**src/rtl/servo_pkg.sv**
```systemverilog
// Shared types for the servo move arbiter: FSM state encoding, seek direction and default step size.
package servo_pkg;

    typedef enum logic [2:0] {
        IDLE  = 3'd0,
        MAN_L = 3'd1,
        MAN_R = 3'd2,
        SEEK  = 3'd3,
        DONE  = 3'd4
    } state_t;

    localparam logic DIR_LEFT  = 1'b0;
    localparam logic DIR_RIGHT = 1'b1;

    localparam int STEP_DEFAULT = 3;

    // Manual requester always wins; a seek only starts from IDLE with manual released.
    function automatic state_t next_state(
        input state_t s,
        input logic   manual,
        input logic   sw1,
        input logic   sw2,
        input logic   auto_req,
        input logic   at_target
    );
        state_t n;
        logic   go_l;
        logic   go_r;
        go_l = manual && sw1 && !sw2;
        go_r = manual && sw2 && !sw1;
        n    = s;
        case (s)
            IDLE: begin
                if (go_l)                     n = MAN_L;
                else if (go_r)                n = MAN_R;
                else if (!manual && auto_req) n = SEEK;
            end
            MAN_L, MAN_R: n = go_l ? MAN_L : (go_r ? MAN_R : IDLE);
            SEEK: begin
                if (manual)         n = IDLE;
                else if (at_target) n = DONE;
            end
            DONE:    n = IDLE;
            default: n = IDLE;
        endcase
        return n;
    endfunction

endpackage

```
**src/rtl/servo_step_timer.sv**
```systemverilog
// Step pacing timer: one tick every STEP_TICKS cycles while run is high; clear restarts the count.
module servo_step_timer #(
    parameter int STEP_TICKS = 4
) (
    input  logic clk,
    input  logic rst,
    input  logic clear,
    input  logic run,
    output logic tick
);

    localparam int CW = (STEP_TICKS > 2) ? $clog2(STEP_TICKS) : 1;
    localparam logic [CW-1:0] LAST = CW'(STEP_TICKS - 1);

    logic [CW-1:0] count;

    always_ff @(posedge clk) begin
        if (rst || clear) begin
            count <= '0;
        end else if (run) begin
            count <= (count == LAST) ? '0 : count + 1'b1;
        end
    end

    // A tick coinciding with a state change is swallowed so the exit cycle never moves the servo.
    assign tick = run && !clear && (count == LAST);

endmodule

```
**src/rtl/servo_move_arbiter.sv**
```systemverilog
// Owns the x-axis servo position and shares it between manual switches and an automatic target seek.
// Build option SERVO_LIMIT_EN: saturate manual moves and clamp seek targets to [POS_MIN, POS_MAX].
module servo_move_arbiter
    import servo_pkg::*;
#(
    parameter int POS_W      = 8,
    parameter int STEP       = STEP_DEFAULT,
    parameter int STEP_TICKS = 4,
    parameter int POS_INIT   = 90,
    parameter int POS_MIN    = 0,
    parameter int POS_MAX    = 180
) (
    input  logic             clk,
    input  logic             rst,
    input  logic             manual,
    input  logic             i_Switch_1,
    input  logic             i_Switch_2,
    input  logic             auto_req,
    input  logic [POS_W-1:0] auto_target,
    output logic             auto_ack,
    output logic             auto_abort,
    output logic             busy,
    output logic [POS_W-1:0] x_position
);

    localparam logic [POS_W-1:0] STEP_V = POS_W'(STEP);

    // Auto handshake: auto_req is a level sampled only in IDLE; acceptance latches auto_target.
    // The seek then ends in exactly one of a one-cycle auto_ack (reached) or auto_abort (manual took over).
    state_t           state;
    state_t           nxt;
    logic [POS_W-1:0] target;
    logic [POS_W-1:0] target_in;
    logic [POS_W-1:0] man_left;
    logic [POS_W-1:0] man_right;
    logic [POS_W-1:0] seek_dist;
    logic [POS_W-1:0] seek_step;
    logic             seek_dir;
    logic             state_change;
    logic             timer_run;
    logic             step_tick;

    always_comb begin
        nxt          = next_state(state, manual, i_Switch_1, i_Switch_2, auto_req,
                                  x_position == target);
        state_change = (nxt != state);
        timer_run    = (state == MAN_L) || (state == MAN_R) || (state == SEEK);
    end

    always_comb begin
        seek_dir  = (target > x_position) ? DIR_RIGHT : DIR_LEFT;
        seek_dist = (seek_dir == DIR_RIGHT) ? target - x_position : x_position - target;
        seek_step = (seek_dist < STEP_V) ? seek_dist : STEP_V;
    end

`ifdef SERVO_LIMIT_EN
    always_comb begin
        man_left  = (int'(x_position) < POS_MIN + STEP) ? POS_W'(POS_MIN) : x_position - STEP_V;
        man_right = (int'(x_position) > POS_MAX - STEP) ? POS_W'(POS_MAX) : x_position + STEP_V;
        if (int'(auto_target) > POS_MAX)      target_in = POS_W'(POS_MAX);
        else if (int'(auto_target) < POS_MIN) target_in = POS_W'(POS_MIN);
        else                                  target_in = auto_target;
    end
`else
    logic unused_limits;
    assign unused_limits = (POS_MIN < POS_MAX);

    // Unbounded manual moves wrap modulo 2^POS_W.
    always_comb begin
        man_left  = x_position - STEP_V;
        man_right = x_position + STEP_V;
        target_in = auto_target;
    end
`endif

    servo_step_timer #(
        .STEP_TICKS(STEP_TICKS)
    ) u_step_timer (
        .clk  (clk),
        .rst  (rst),
        .clear(state_change),
        .run  (timer_run),
        .tick (step_tick)
    );

    always_ff @(posedge clk) begin
        if (rst) begin
            state      <= IDLE;
            x_position <= POS_W'(POS_INIT);
            target     <= '0;
            auto_ack   <= 1'b0;
            auto_abort <= 1'b0;
            busy       <= 1'b0;
        end else begin
            state      <= nxt;
            busy       <= (nxt != IDLE);
            auto_ack   <= (state == SEEK) && (nxt == DONE);
            auto_abort <= (state == SEEK) && (nxt == IDLE);
            if (state == IDLE && nxt == SEEK) begin
                target <= target_in;
            end
            if (step_tick) begin
                case (state)
                    MAN_L:   x_position <= man_left;
                    MAN_R:   x_position <= man_right;
                    SEEK:    x_position <= (seek_dir == DIR_RIGHT) ? x_position + seek_step
                                                                   : x_position - seek_step;
                    default: ;
                endcase
            end
        end
    end

endmodule

```
**config.mk**
```make
export PLATFORM = sky130hd
export DESIGN_NAME = servo_move_arbiter
export DESIGN_NICKNAME = d
export VERILOG_FILES = /design/src/rtl/servo_pkg.sv /design/src/rtl/servo_step_timer.sv /design/src/rtl/servo_move_arbiter.sv
export SDC_FILE = /design/constraint.sdc
export NUM_CORES = 1
export LEC_CHECK = 0
export BUFFER_PORTS_ARGS = -buffer_cell sky130_fd_sc_hd__buf_2
export CAP_MARGIN = 20
export CORE_MARGIN = 4
export CORE_UTILIZATION = 30
export CTS_BUF_LIST = sky130_fd_sc_hd__clkbuf_2 sky130_fd_sc_hd__clkbuf_4 sky130_fd_sc_hd__clkbuf_8
export DETAILED_ROUTE_END_ITERATION = 8
export GPL_TIMING_DRIVEN = 0
export HOLD_SLACK_MARGIN = 0.15
export PLACE_DENSITY = 0.5
export SETUP_SLACK_MARGIN = 0.05
export SYNTH_ARGS = -nofsm -noshare
export SYNTH_HDL_FRONTEND = slang
export SYNTH_HIERARCHICAL = 1
export SYNTH_SLANG_ARGS = --single-unit
```
**constraint.sdc**
```tcl
create_clock -name clk -period 9.8 [get_ports clk]
set_input_delay 1.96 -clock clk [delete_from_list [all_inputs] [get_ports clk]]
set_output_delay 1.96 -clock clk [all_outputs]
set_load 0.05 [all_outputs]
```
==> impl_metrics.env, run 1 <==
export IMPL_report_final_hold_viol_count=0
export IMPL_slew_headroom_pct=40.1
export IMPL_vias_in_the_first_global_route=1804
export IMPL_path_max_fanout=7
export IMPL_pwr_density_cell_nw_per_um2=101
export IMPL_cp_num_buf_inv=1
export IMPL_hold_path_class="reg2reg"
export IMPL_r2r_cells=20
export IMPL_cp_data_required_time_ns=9.95
export IMPL_clkSlewWorstSetupHoldPaths_ns=0.08
export IMPL_timing_hold_worst_path_depth=2
export IMPL_effective_utilization_at_floorplan_pct=30.9
export IMPL_number_of_buffers_inserted_during_clock_tree_synthesis=3
export IMPL_power_net_switching_uw=86.4
export IMPL_fin_setup_tns_ns=0
export IMPL_cts_max_path_buffers=2
export IMPL_floorplan_die_area_sq_um=8960
export IMPL_ant_nets=0
export IMPL_placed_cells=399
export IMPL_rsz_0062_raised_after_global_routing="no"
export IMPL_postCtsHoldBufs=0
export IMPL_average_cell_area_after_synthesis_sq_um=8.16
export IMPL_synth_top_family_by_area="compound AO/OA/AOI/OAI gates"
export IMPL_post_synth_instance_area_sq_um=2250
export IMPL_cpMaxStageDelayCell="sky130_fd_sc_hd__a2111oi_0"
export IMPL_antenna_found_initial=0
export IMPL_timing_setup_critical_path_class="reg2reg"
export IMPL_post_cts_repair_timing_setup_buffer_count=0
export IMPL_layout_nets=346
export IMPL_tritoncts="done"
export IMPL_synth_ff_type="sky130_fd_sc_hd__dfxtp_1"
export IMPL_synth_edf_count=0
export IMPL_synth_compound_area_share_pct=23.7
export IMPL_core_region_area_sq_um=7290
export IMPL_synth_xor_xnor_area_share_pct=3.89
export IMPL_detailedRoute_firstPassIterationCount=4
export IMPL_synth_warning_count=6
export IMPL_layoutNonFillerInstCount=402
export IMPL_ys_seq_area_share_pct=21.3
export IMPL_maxClockFrequency_mhz=191
export IMPL_synthMuxAreaShare_pct=5.39
export IMPL_post_synth_num_cell_types=57
export IMPL_postSynthNetCount=317
export IMPL_worst_ir_drop_vdd_uv=57.4
export IMPL_viasPerCell=4.90
export IMPL_cts_root_buffer="sky130_fd_sc_hd__clkbuf_8"
export IMPL_antenna_cells=0
export IMPL_io_pin_count=25
export IMPL_grt_pass1_wl_mm=9.36
export IMPL_worst_path_most_repeated_cell="sky130_fd_sc_hd__ha_1"
export IMPL_worst_path_stages=20
export IMPL_drv_max_cap_violation_count=0
export IMPL_report_power_total_uw=257
export IMPL_dp_hpwl_mm=4.41
export IMPL_cp_top_family="compound AO/OA/AOI/OAI gates"
export IMPL_critPathArrivalTime_ns=5.40
export IMPL_worstPathCellList="inv_1 > ha_1 > nor2b_1 > o211ai_1 > a21bo_2 > a2111oi_0 > nand2_1 > o22ai_1 > and2_1 > ha_1 > nor2_1 > nor2_1 > a21boi_1 > ha_1 > nor2b_1 > o2111ai_1 > nand3_1 > a211o_1 > o211ai_1 > mux2_1"
export IMPL_synth_simple_area_share_pct=22.7
export IMPL_post_synth_inst_count=276
export IMPL_max_slew_worst_pin_slew_ns=0.898
export IMPL_grt_usage_pct=13.1
export IMPL_share_seq_of_total_power_pct=41.0
export IMPL_post_synthesis_to_final_layout_area_growth_pct=12.7
export IMPL_cts_resized_gates=0
export IMPL_critical_path_max_stage_delay_ns=0.60
export IMPL_clock_power_share_pct=22.4
export IMPL_floorplan_rows=31
export IMPL_cellLeakagePower_uw=0.00101
export IMPL_routed_via_count=1968
export IMPL_detail_route_iter0_violations=133
export IMPL_overflow=0
export IMPL_async_reset_ff_share_pct=0
export IMPL_internal_power_uw=171
export IMPL_cts_htree_levels=1
export IMPL_route_final_wire_length_mm=5.38
export IMPL_final_min_period_over_clock_period_pct=53.5
export IMPL_result_of_the_run="finished clean"
export IMPL_fp_dieW_um=94.6
export IMPL_period_needed_ns=5.24
export IMPL_grt_max_degree=13
export IMPL_remaining_drc_errors=0
export IMPL_final_hold_worst_slack_ns=0.514
export IMPL_critical_path_endpoint_type="flop"
export IMPL_insertion_delay_ns=0.26
export IMPL_place_port_buffers=24
export IMPL_worst_setup_path_start_kind="flop"
export IMPL_place_congestion=0.825
export IMPL_routedWlPerCell_um=13.4
export IMPL_maxSlewViolCount=0
export IMPL_ys_ff_latch=24
export IMPL_final_layout_size_suffix_gt1_share_pct=13.5
export IMPL_clock_skew_ns=0.00515
export IMPL_combinationalPowerShare_pct=36.6
export IMPL_sw_frac_of_total_pct=33.6
export IMPL_synthAdderAreaFrac_pct=16.9
export IMPL_nFillCells=816
export IMPL_tritoncts_num_sinks=24
export IMPL_setup_violations_final=0
export IMPL_die_height_um=94.6
-- kinds of logic (layout without fill, tap and decap cells) --
group / count (synthesis) / in the layout
adders and majority gates: 29 / 29
DFF: 24 / 24
and+or+nand+nor: 95 / 95
AOI/OAI and AO/OA: 73 / 73
xor gates and xnor gates: 10 / 10
muxes: 12 / 12
buffers and inverters: 33 / 60
-- cells in the mapped netlist (6+ instances only) --
master | instances | share of area (%)
sky130_fd_sc_hd__a211o_1 | 6 | 2.3
sky130_fd_sc_hd__nor2_1 | 29 | 4.8
sky130_fd_sc_hd__a21oi_1 | 19 | 4.2
sky130_fd_sc_hd__xnor2_1 | 6 | 2.3
sky130_fd_sc_hd__nor3_1 | 6 | 1.3
sky130_fd_sc_hd__nand2b_1 | 6 | 1.7
sky130_fd_sc_hd__inv_1 | 23 | 3.8
sky130_fd_sc_hd__nor2b_1 | 8 | 2.2
sky130_fd_sc_hd__o21ai_0 | 8 | 1.8
sky130_fd_sc_hd__dfxtp_1 | 24 | 21
sky130_fd_sc_hd__nand2_1 | 12 | 2.0
sky130_fd_sc_hd__a211oi_1 | 6 | 2.0
sky130_fd_sc_hd__mux2i_1 | 11 | 4.9
sky130_fd_sc_hd__ha_1 | 24 | 13
-- cells in the final DEF (no fill, tap or decap), drive strengths merged, types with 3 or more instances in the layout --
| cell | count |
|---|---|
| or3 | 3 |
| nand3 | 4 |
| dfxtp | 24 |
| inv | 23 |
| and2 | 4 |
| or2 | 3 |
| nor2 | 29 |
| o2111ai | 4 |
| xor2 | 4 |
| fa | 3 |
| nand4 | 5 |
| xnor2 | 6 |
| o31ai | 3 |
| nor2b | 9 |
| a21oi | 19 |
| o211ai | 3 |
| clkbuf | 8 |
| mux2i | 11 |
| a211oi | 7 |
| a211o | 6 |
| nand2 | 12 |
| o21bai | 3 |
| nor3b | 3 |
| ha | 24 |
| o21ai | 8 |
| nand2b | 7 |
| buf | 29 |
| nor3 | 6 |
| nand3b | 5 |
| a21o | 3 |
-- worst register-to-register path, stage by stage (launching register included) --
cell	delay, ns
sky130_fd_sc_hd__dfxtp_1	0.54
sky130_fd_sc_hd__inv_1	0.14
sky130_fd_sc_hd__ha_1	0.33
sky130_fd_sc_hd__nor2b_1	0.18
sky130_fd_sc_hd__o211ai_1	0.13
sky130_fd_sc_hd__a21bo_2	0.23
sky130_fd_sc_hd__a2111oi_0	0.60
sky130_fd_sc_hd__nand2_1	0.29
sky130_fd_sc_hd__o22ai_1	0.25
sky130_fd_sc_hd__and2_1	0.16
sky130_fd_sc_hd__ha_1	0.22
sky130_fd_sc_hd__nor2_1	0.10
sky130_fd_sc_hd__nor2_1	0.05
sky130_fd_sc_hd__a21boi_1	0.25
sky130_fd_sc_hd__ha_1	0.27
sky130_fd_sc_hd__nor2b_1	0.15
sky130_fd_sc_hd__o2111ai_1	0.24
sky130_fd_sc_hd__nand3_1	0.16
sky130_fd_sc_hd__a211o_1	0.28
sky130_fd_sc_hd__o211ai_1	0.20
sky130_fd_sc_hd__mux2_1	0.34
-- area by class of cell --
type                       instances  area (sq um)  area share [%]
buffer                            10          50.0            1.97
clock buffer                       3          41.3            1.63
inverter                          23          86.3            3.40
multi-input combinational        219          1640            64.4
sequential                        24           480            18.9
tap                               99           124            4.88
timing repair buffer              24           120            4.73
-- final timing paths --
kind                                      start  slack [ns]                                 end
max                  x_position[1]$_SDFFE_PP1P_        4.56          x_position[7]$_SDFFE_PP0P_
min          u_step_timer/count[0]$_SDFFE_PP0P_        0.51  u_step_timer/count[0]$_SDFFE_PP0P_
max reg2reg          x_position[1]$_SDFFE_PP1P_        4.56          x_position[7]$_SDFFE_PP0P_
min reg2reg  u_step_timer/count[0]$_SDFFE_PP0P_        0.51  u_step_timer/count[0]$_SDFFE_PP0P_
-- layer usage --
metal / vias up / part of all wire, % / global-route usage, %
met2: 26 / 41 / 19.0
met1: 895 / 55 / 20.3
li1: 1045 / - / -
met3: 2 / 3.1 / 2.87
met4: 0 / 0.63 / 1.44
met5: - / 0 / 0
-- power groups by stage --
stage	combinational, uW	sequential [uW]	clock (uW)
finish	94.3	106	57.6
global route	107	107	65.9
CTS	94.5	106	62.4
detailed placement	93.9	108	0
global placement	93.9	108	0
floorplan	72.2	109	0
-- stage by stage --
| step | worst slack, ns | utilization [%] | area, sq um |
|---|---|---|---|
| 3_3_place_gp | 4.58 | 34.2 | 2500 |
| 3_5_place_dp | 4.51 | 34.2 | 2500 |
| 4_1_cts | 4.49 | 34.8 | 2540 |
| 5_1_grt | 3.90 | 34.8 | 2540 |
| 6_report | 4.56 | 34.8 | 2540 |
| 2_1_floorplan | 4.96 | - | 2250 |
-- registers in the layout, indices dropped and copies added (netlist names) --
signal              flops
auto_abort              1
state                   3
u_step_timer/count      2
auto_ack                1
target                  8
x_position              8
busy                    1
Note: power is estimated with default switching activity, not from simulation.
==> inputs of run 2 (changes only) <==
--- a/config.mk
+++ b/config.mk
@@ -13,7 +13,7 @@
 export DETAILED_ROUTE_END_ITERATION = 8
 export GPL_TIMING_DRIVEN = 0
 export HOLD_SLACK_MARGIN = 0.15
-export PLACE_DENSITY = 0.5
+export PLACE_DENSITY = 0.52
 export SETUP_SLACK_MARGIN = 0.05
 export SYNTH_ARGS = -nofsm -noshare
 export SYNTH_HDL_FRONTEND = slang
==> constraint.sdc (replaced) <==
create_clock -name clk -period 4.7 [get_ports clk]
set_input_delay 0.94 -clock clk [delete_from_list [all_inputs] [get_ports clk]]
set_output_delay 0.94 -clock clk [all_outputs]
set_load 0.05 [all_outputs]
==> run 2 against run 1 <==
  * Cell area is 11% higher
  * Utilization is 3.7 points higher
  * Maximum frequency rose by 13%
  * Total power rose by 130%
  * Highest routed layer unchanged
==> impl_metrics.env, run 2 (same netlist as run 1, synthesis figures left out) <==
export IMPL_grt_usage_pct=13.4
export IMPL_report_power_total_uw=580
export IMPL_floorplan_die_area_sq_um=8960
export IMPL_period_needed_ns=4.64
export IMPL_r2r_cells=21
export IMPL_post_synthesis_to_final_layout_area_growth_pct=24.5
export IMPL_nFillCells=789
export IMPL_tritoncts_num_sinks=24
export IMPL_cp_data_required_time_ns=4.86
export IMPL_final_cell_mix="sky130_fd_sc_hd__nor2_1 (29), sky130_fd_sc_hd__buf_2 (28), sky130_fd_sc_hd__inv_1 (21), sky130_fd_sc_hd__ha_1 (21), sky130_fd_sc_hd__a21oi_1 (18)"
export IMPL_final_hold_worst_slack_ns=0.517
export IMPL_hold_path_class="reg2reg"
export IMPL_critical_path_endpoint_type="flop"
export IMPL_io_pin_count=25
export IMPL_worst_setup_path_start_kind="flop"
export IMPL_cts_max_path_buffers=2
export IMPL_overflow=0
export IMPL_antenna_found_initial=0
export IMPL_sw_frac_of_total_pct=34.0
export IMPL_cellLeakagePower_uw=0.00108
export IMPL_final_common_cell="sky130_fd_sc_hd__nor2_1"
export IMPL_combinationalPowerShare_pct=37.8
export IMPL_pwr_density_cell_nw_per_um2=207
export IMPL_core_region_area_sq_um=7290
export IMPL_dp_hpwl_mm=4.48
export IMPL_ant_nets=0
export IMPL_reg_largest_list="target: 8 flops, x_position: 8 flops, state: 3 flops"
export IMPL_worstPathCellList="ha_4 > inv_2 > fa_2 > xor2_1 > a21oi_1 > o211ai_1 > a211oi_1 > nand3_1 > or3_4 > o31ai_4 > ha_1 > nor2_1 > nor2_1 > a21boi_2 > ha_1 > nor2b_4 > o2111ai_4 > nand3_2 > a211o_1 > o211ai_1 > mux2_1"
export IMPL_report_final_hold_viol_count=0
export IMPL_remaining_drc_errors=0
export IMPL_layout_nets=354
export IMPL_place_port_buffers=24
export IMPL_effective_utilization_at_floorplan_pct=30.9
export IMPL_maxSlewViolCount=0
export IMPL_cpMaxStageDelayCell="sky130_fd_sc_hd__or3_4"
export IMPL_internal_power_uw=382
export IMPL_grt_pass1_wl_mm=9.54
export IMPL_number_of_buffers_inserted_during_clock_tree_synthesis=3
export IMPL_postCtsHoldBufs=0
export IMPL_power_net_switching_uw=197
export IMPL_fin_setup_tns_ns=0
export IMPL_critPathArrivalTime_ns=4.80
export IMPL_slew_headroom_pct=37.0
export IMPL_final_min_period_over_clock_period_pct=98.6
export IMPL_route_final_wire_length_mm=5.86
export IMPL_clkSlewWorstSetupHoldPaths_ns=0.09
export IMPL_place_congestion=0.856
export IMPL_utilization_pct=38.5
export IMPL_routed_via_count=2048
export IMPL_viasPerCell=4.98
export IMPL_final_layout_size_suffix_gt1_share_pct=26.0
export IMPL_vias_in_the_first_global_route=1917
export IMPL_cts_root_buffer="sky130_fd_sc_hd__clkbuf_8"
export IMPL_rsz_0062_raised_after_global_routing="yes"
export IMPL_fp_dieW_um=94.6
export IMPL_routedWlPerCell_um=14.2
export IMPL_result_of_the_run="finished clean"
export IMPL_clock_power_share_pct=24.5
export IMPL_antenna_cells=0
export IMPL_grt_max_degree=14
export IMPL_cts_htree_levels=1
export IMPL_floorplan_rows=31
export IMPL_timing_setup_critical_path_class="reg2reg"
export IMPL_detailedRoute_firstPassIterationCount=4
export IMPL_drv_max_cap_violation_count=0
export IMPL_tritoncts="done"
export IMPL_maxClockFrequency_mhz=216
export IMPL_setup_violations_final=0
export IMPL_clock_skew_ns=0.00537
export IMPL_die_height_um=94.6
export IMPL_share_seq_of_total_power_pct=37.7
export IMPL_insertion_delay_ns=0.27
export IMPL_path_max_fanout=3
export IMPL_critical_path_max_stage_delay_ns=0.45
export IMPL_detail_route_iter0_violations=74
export IMPL_max_slew_worst_pin_slew_ns=0.945
export IMPL_timing_hold_worst_path_depth=1
export IMPL_worst_ir_drop_vdd_uv=81.5
## run 2: changes by cell type in the layout (fill, tap and decap cells not counted), moves of 3 or more
cell | previous run | this run
sky130_fd_sc_hd__dfxtp_4 | 0 | 4
sky130_fd_sc_hd__dfxtp_1 | 24 | 17
sky130_fd_sc_hd__dfxtp_2 | 0 | 3
sky130_fd_sc_hd__ha_1 | 24 | 21
sky130_fd_sc_hd__buf_4 | 0 | 9
sky130_fd_sc_hd__o31ai_1 | 3 | 0
## run 2: power groups by stage
stage / sequential [uW] / combinational [uW] / clock [uW]
floorplan: 228 / 150 / 0
global placement: 225 / 195 / 0
detailed placement: 226 / 197 / 0
CTS: 220 / 204 / 152
global route: 220 / 243 / 160
finish: 219 / 219 / 142
## run 2: per-stage QoR
stage                     instances  area [sq um]  worst slack [ns]
after floorplan                 276          2260            0.0790
after global placement          399          2500            -0.374
after detailed placement        399          2500            -0.424
after CTS                       405          2630            0.0945
after global routing            411          2800            -0.197
final                           411          2800            0.0648
## run 2: final cells by class
| cell class | instances | area (sq um) | area share [%] |
|---|---|---|---|
| Tap cell | 99 | 124 | 4.42 |
| Inverter | 23 | 88.8 | 3.17 |
| Clock buffer | 4 | 55.1 | 1.96 |
| Multi-Input combinational cell | 219 | 1800 | 64.0 |
| Buffer | 10 | 61.3 | 2.19 |
| Timing Repair Buffer | 32 | 180 | 6.43 |
| Sequential cell | 24 | 499 | 17.8 |
## run 2: worst max-delay path, delay by kind of cell, from the launching register on
family	cells	cell delay (ns)
XOR/XNOR	1	0.18
adder cells (fa/ha/maj)	4	1.07
AND/OR/NAND/NOR	6	1.02
multiplexers	1	0.33
AO/OA/AOI/OAI	8	1.48
flip-flops	1	0.41
buffers and inverters	1	0.04
## run 2: what timing repair did
| action | 4_1_cts | 5_1_grt |
|---|---|---|
| setup endpoints to repair | 3 | 2 |
| cloned | 0 | 0 |
| buffers inserted | 2 | 6 |
| pin swaps | 2 | 17 |
| resized for setup | 13 | 33 |
## run 2: final timing paths
kind                               from  slack, ns                    endpoint
max              target[0]$_SDFFE_PP0P_       0.06  x_position[7]$_SDFFE_PP0P_
min reg2reg  x_position[6]$_SDFFE_PP1P_       0.52  x_position[6]$_SDFFE_PP1P_
max reg2reg      target[0]$_SDFFE_PP0P_       0.06  x_position[7]$_SDFFE_PP0P_
min          x_position[6]$_SDFFE_PP1P_       0.52  x_position[6]$_SDFFE_PP1P_
## run 2: metal layers
layer	wire, um	global-route usage, %
met5	0	0
met4	51	2.52
met3	190	2.31
met1	3090	19.4
met2	2520	20.8
==> inputs of run 3 (changes only) <==
--- a/config.mk
+++ b/config.mk
@@ -13,7 +13,7 @@
 export DETAILED_ROUTE_END_ITERATION = 8
 export GPL_TIMING_DRIVEN = 0
 export HOLD_SLACK_MARGIN = 0.15
-export PLACE_DENSITY = 0.52
+export PLACE_DENSITY = 0.5
 export SETUP_SLACK_MARGIN = 0.05
 export SYNTH_ARGS = -nofsm -noshare
 export SYNTH_HDL_FRONTEND = slang
==> constraint.sdc (replaced) <==
create_clock -name clk -period 5.9 [get_ports clk]
set_input_delay 1.18 -clock clk [delete_from_list [all_inputs] [get_ports clk]]
set_output_delay 1.18 -clock clk [all_outputs]
set_load 0.05 [all_outputs]
==> run 3 against run 2 <==
  * Cell area is 9.5% lower
  * Critical path depth is 1 lower
  * Sequential power is 20% lower
  * Register-to-register slack better by 0.74 ns
  * Sequential cell count stayed put
  * Maximum frequency is 9.1% lower
  * Final cell count is 2.2% lower
  * Non-clock buffer count is 8 lower
  * Count of clock-buffer cells in the layout is 1 lower
  * Via count is 3.3% lower
==> impl_metrics.env, run 3 (same netlist as run 1, synthesis figures left out) <==
export IMPL_ant_nets=0
export IMPL_internal_power_uw=284
export IMPL_floorplan_rows=31
export IMPL_clock_power_share_pct=22.4
export IMPL_power_net_switching_uw=144
export IMPL_wirelength_met1_mm=2.94
export IMPL_post_cts_repair_timing_setup_buffer_count=0
export IMPL_io_pin_count=25
export IMPL_drv_max_cap_violation_count=0
export IMPL_r2r_setup_slack_ns=0.80
export IMPL_viasPerCell=4.93
export IMPL_timing_setup_critical_path_class="reg2reg"
export IMPL_layout_nets=346
export IMPL_routedWlPerCell_um=13.4
export IMPL_report_final_hold_viol_count=0
export IMPL_cts_htree_levels=1
export IMPL_final_common_cell="sky130_fd_sc_hd__nor2_1"
export IMPL_share_seq_of_total_power_pct=41.0
export IMPL_cpMaxStageDelayCell="sky130_fd_sc_hd__o31ai_1"
export IMPL_sw_frac_of_total_pct=33.6
export IMPL_clock_skew_ns=0.00456
export IMPL_met2WireLength_mm=2.22
export IMPL_clkSlewWorstSetupHoldPaths_ns=0.08
export IMPL_overflow=0
export IMPL_cts_root_buffer="sky130_fd_sc_hd__clkbuf_8"
export IMPL_maxClockFrequency_mhz=196
export IMPL_maxSlewViolCount=0
export IMPL_grt_usage_pct=13.1
export IMPL_insertion_delay_ns=0.26
export IMPL_tritoncts_num_sinks=24
export IMPL_grt_pass1_wl_mm=9.36
export IMPL_max_slew_worst_pin_slew_ns=0.902
export IMPL_vias_in_the_first_global_route=1804
export IMPL_core_region_area_sq_um=7290
export IMPL_worstPathCellList="inv_1 > ha_1 > clkbuf_1 > a211oi_1 > nor2_1 > o31ai_1 > nand3_1 > or3_1 > o31ai_1 > ha_1 > nor2_1 > nor2_1 > a21boi_1 > ha_1 > nor2b_1 > o2111ai_1 > nand3_1 > a211o_1 > o211ai_1 > mux2_1"
export IMPL_remaining_drc_errors=0
export IMPL_rsz_0062_raised_after_global_routing="no"
export IMPL_period_needed_ns=5.10
export IMPL_antenna_found_initial=0
export IMPL_cts_max_path_buffers=2
export IMPL_fin_setup_tns_ns=0
export IMPL_result_of_the_run="finished clean"
export IMPL_place_port_buffers=24
export IMPL_fp_dieW_um=94.6
export IMPL_dp_hpwl_mm=4.41
export IMPL_critical_path_endpoint_type="flop"
export IMPL_floorplan_die_area_sq_um=8960
export IMPL_cellLeakagePower_uw=0.00101
export IMPL_post_synthesis_to_final_layout_area_growth_pct=12.7
export IMPL_met3WireLength_um=191
export IMPL_postPlaceCellArea_sq_um=2500
export IMPL_critical_path_max_stage_delay_ns=0.51
export IMPL_tritoncts="done"
export IMPL_number_of_buffers_inserted_during_clock_tree_synthesis=3
export IMPL_final_min_period_over_clock_period_pct=86.4
export IMPL_final_cell_mix="sky130_fd_sc_hd__nor2_1 (29), sky130_fd_sc_hd__buf_2 (28), sky130_fd_sc_hd__ha_1 (24), sky130_fd_sc_hd__dfxtp_1 (24), sky130_fd_sc_hd__inv_1 (23)"
export IMPL_grt_max_degree=13
export IMPL_effective_utilization_at_floorplan_pct=30.9
export IMPL_top_layer_reached_by_signal_wires="met4"
export IMPL_combinationalPowerShare_pct=36.7
export IMPL_place_congestion=0.825
export IMPL_reg_largest_list="target: 8 flops, x_position: 8 flops, state: 3 flops"
export IMPL_final_layout_size_suffix_gt1_share_pct=13.5
export IMPL_hold_path_class="reg2reg"
export IMPL_pwr_density_cell_nw_per_um2=169
export IMPL_route_final_wire_length_mm=5.39
export IMPL_routed_via_count=1981
export IMPL_finalInstanceArea_sq_um=2540
export IMPL_worst_ir_drop_vdd_uv=95.6
export IMPL_detailedRoute_firstPassIterationCount=4
export IMPL_slew_headroom_pct=39.9
export IMPL_antenna_cells=0
export IMPL_die_height_um=94.6
export IMPL_setup_violations_final=0
export IMPL_detail_route_iter0_violations=134
export IMPL_critPathArrivalTime_ns=5.25
export IMPL_cp_data_required_time_ns=6.05
export IMPL_worst_setup_path_start_kind="flop"
export IMPL_path_max_fanout=10
==> run 3: changes by cell type in the layout (fill, tap and decap cells not counted), moves of 3 or more <==
cell                      previous run  this run
sky130_fd_sc_hd__buf_4               9         0
sky130_fd_sc_hd__o31ai_1             0         3
sky130_fd_sc_hd__dfxtp_4             4         0
sky130_fd_sc_hd__dfxtp_2             3         0
sky130_fd_sc_hd__ha_1               21        24
sky130_fd_sc_hd__dfxtp_1            17        24
==> run 3: final timing paths <==
path                                       from                                 end  depth (start not counted)
min reg2reg  u_step_timer/count[0]$_SDFFE_PP0P_  u_step_timer/count[0]$_SDFFE_PP0P_                          2
min          u_step_timer/count[0]$_SDFFE_PP0P_  u_step_timer/count[0]$_SDFFE_PP0P_                          2
max reg2reg          x_position[5]$_SDFFE_PP0P_          x_position[7]$_SDFFE_PP0P_                         20
max                  x_position[5]$_SDFFE_PP0P_          x_position[7]$_SDFFE_PP0P_                         20
==> run 3: per-layer routing <==
metal	up-vias	track usage, %
li1	1046	-
met1	902	20.3
met2	31	19.0
met3	2	2.87
met4	0	1.44
met5	-	0
==> run 3: power by group through the flow <==
stage | logic, uW | registers [uW] | clock network, uW
finish | 157 | 175 | 95.8
global route | 178 | 177 | 109
CTS | 157 | 176 | 104
detailed placement | 156 | 180 | 0
global placement | 156 | 179 | 0
floorplan | 120 | 182 | 0
==> run 3: through the flow <==
stage | hold WS, ns | std cells | util [%] | setup WS (ns) | total power [uW]
after floorplan | 0.465 | 276 | - | 1.06 | 302
after global placement | 0.495 | 399 | 34.2 | 0.678 | 335
after detailed placement | 0.506 | 399 | 34.2 | 0.606 | 336
after CTS | 0.523 | 402 | 34.8 | 0.588 | 436
after global routing | 0.553 | 402 | 34.8 | 0.193 | 464
final | 0.515 | 402 | 34.8 | 0.801 | 428
==> run 3: area by class of cell <==
cell class              instances  area, sq um
multi-input cells             219         1640
clock buffers                   3         41.3
flip-flops and latches         24          480
fillers                       820         4750
plain buffers                  10         50.0
well taps                      99          124
inverters                      23         86.3
repair buffers                 24          120
==> run 3: critical path: cells and delay by family, from the launching register on <==
kind	cells	cell delay [ns]
flops	1	0.43
mux	1	0.34
compound gates	7	1.86
fa+ha+maj	3	0.89
simple gates	7	1.16
buf+inv	2	0.31
==> run 3: repair_timing <==
action,CTS,global route
endpoints found under the setup margin,0,1
hold buffers,0,0
resized for setup,0,1
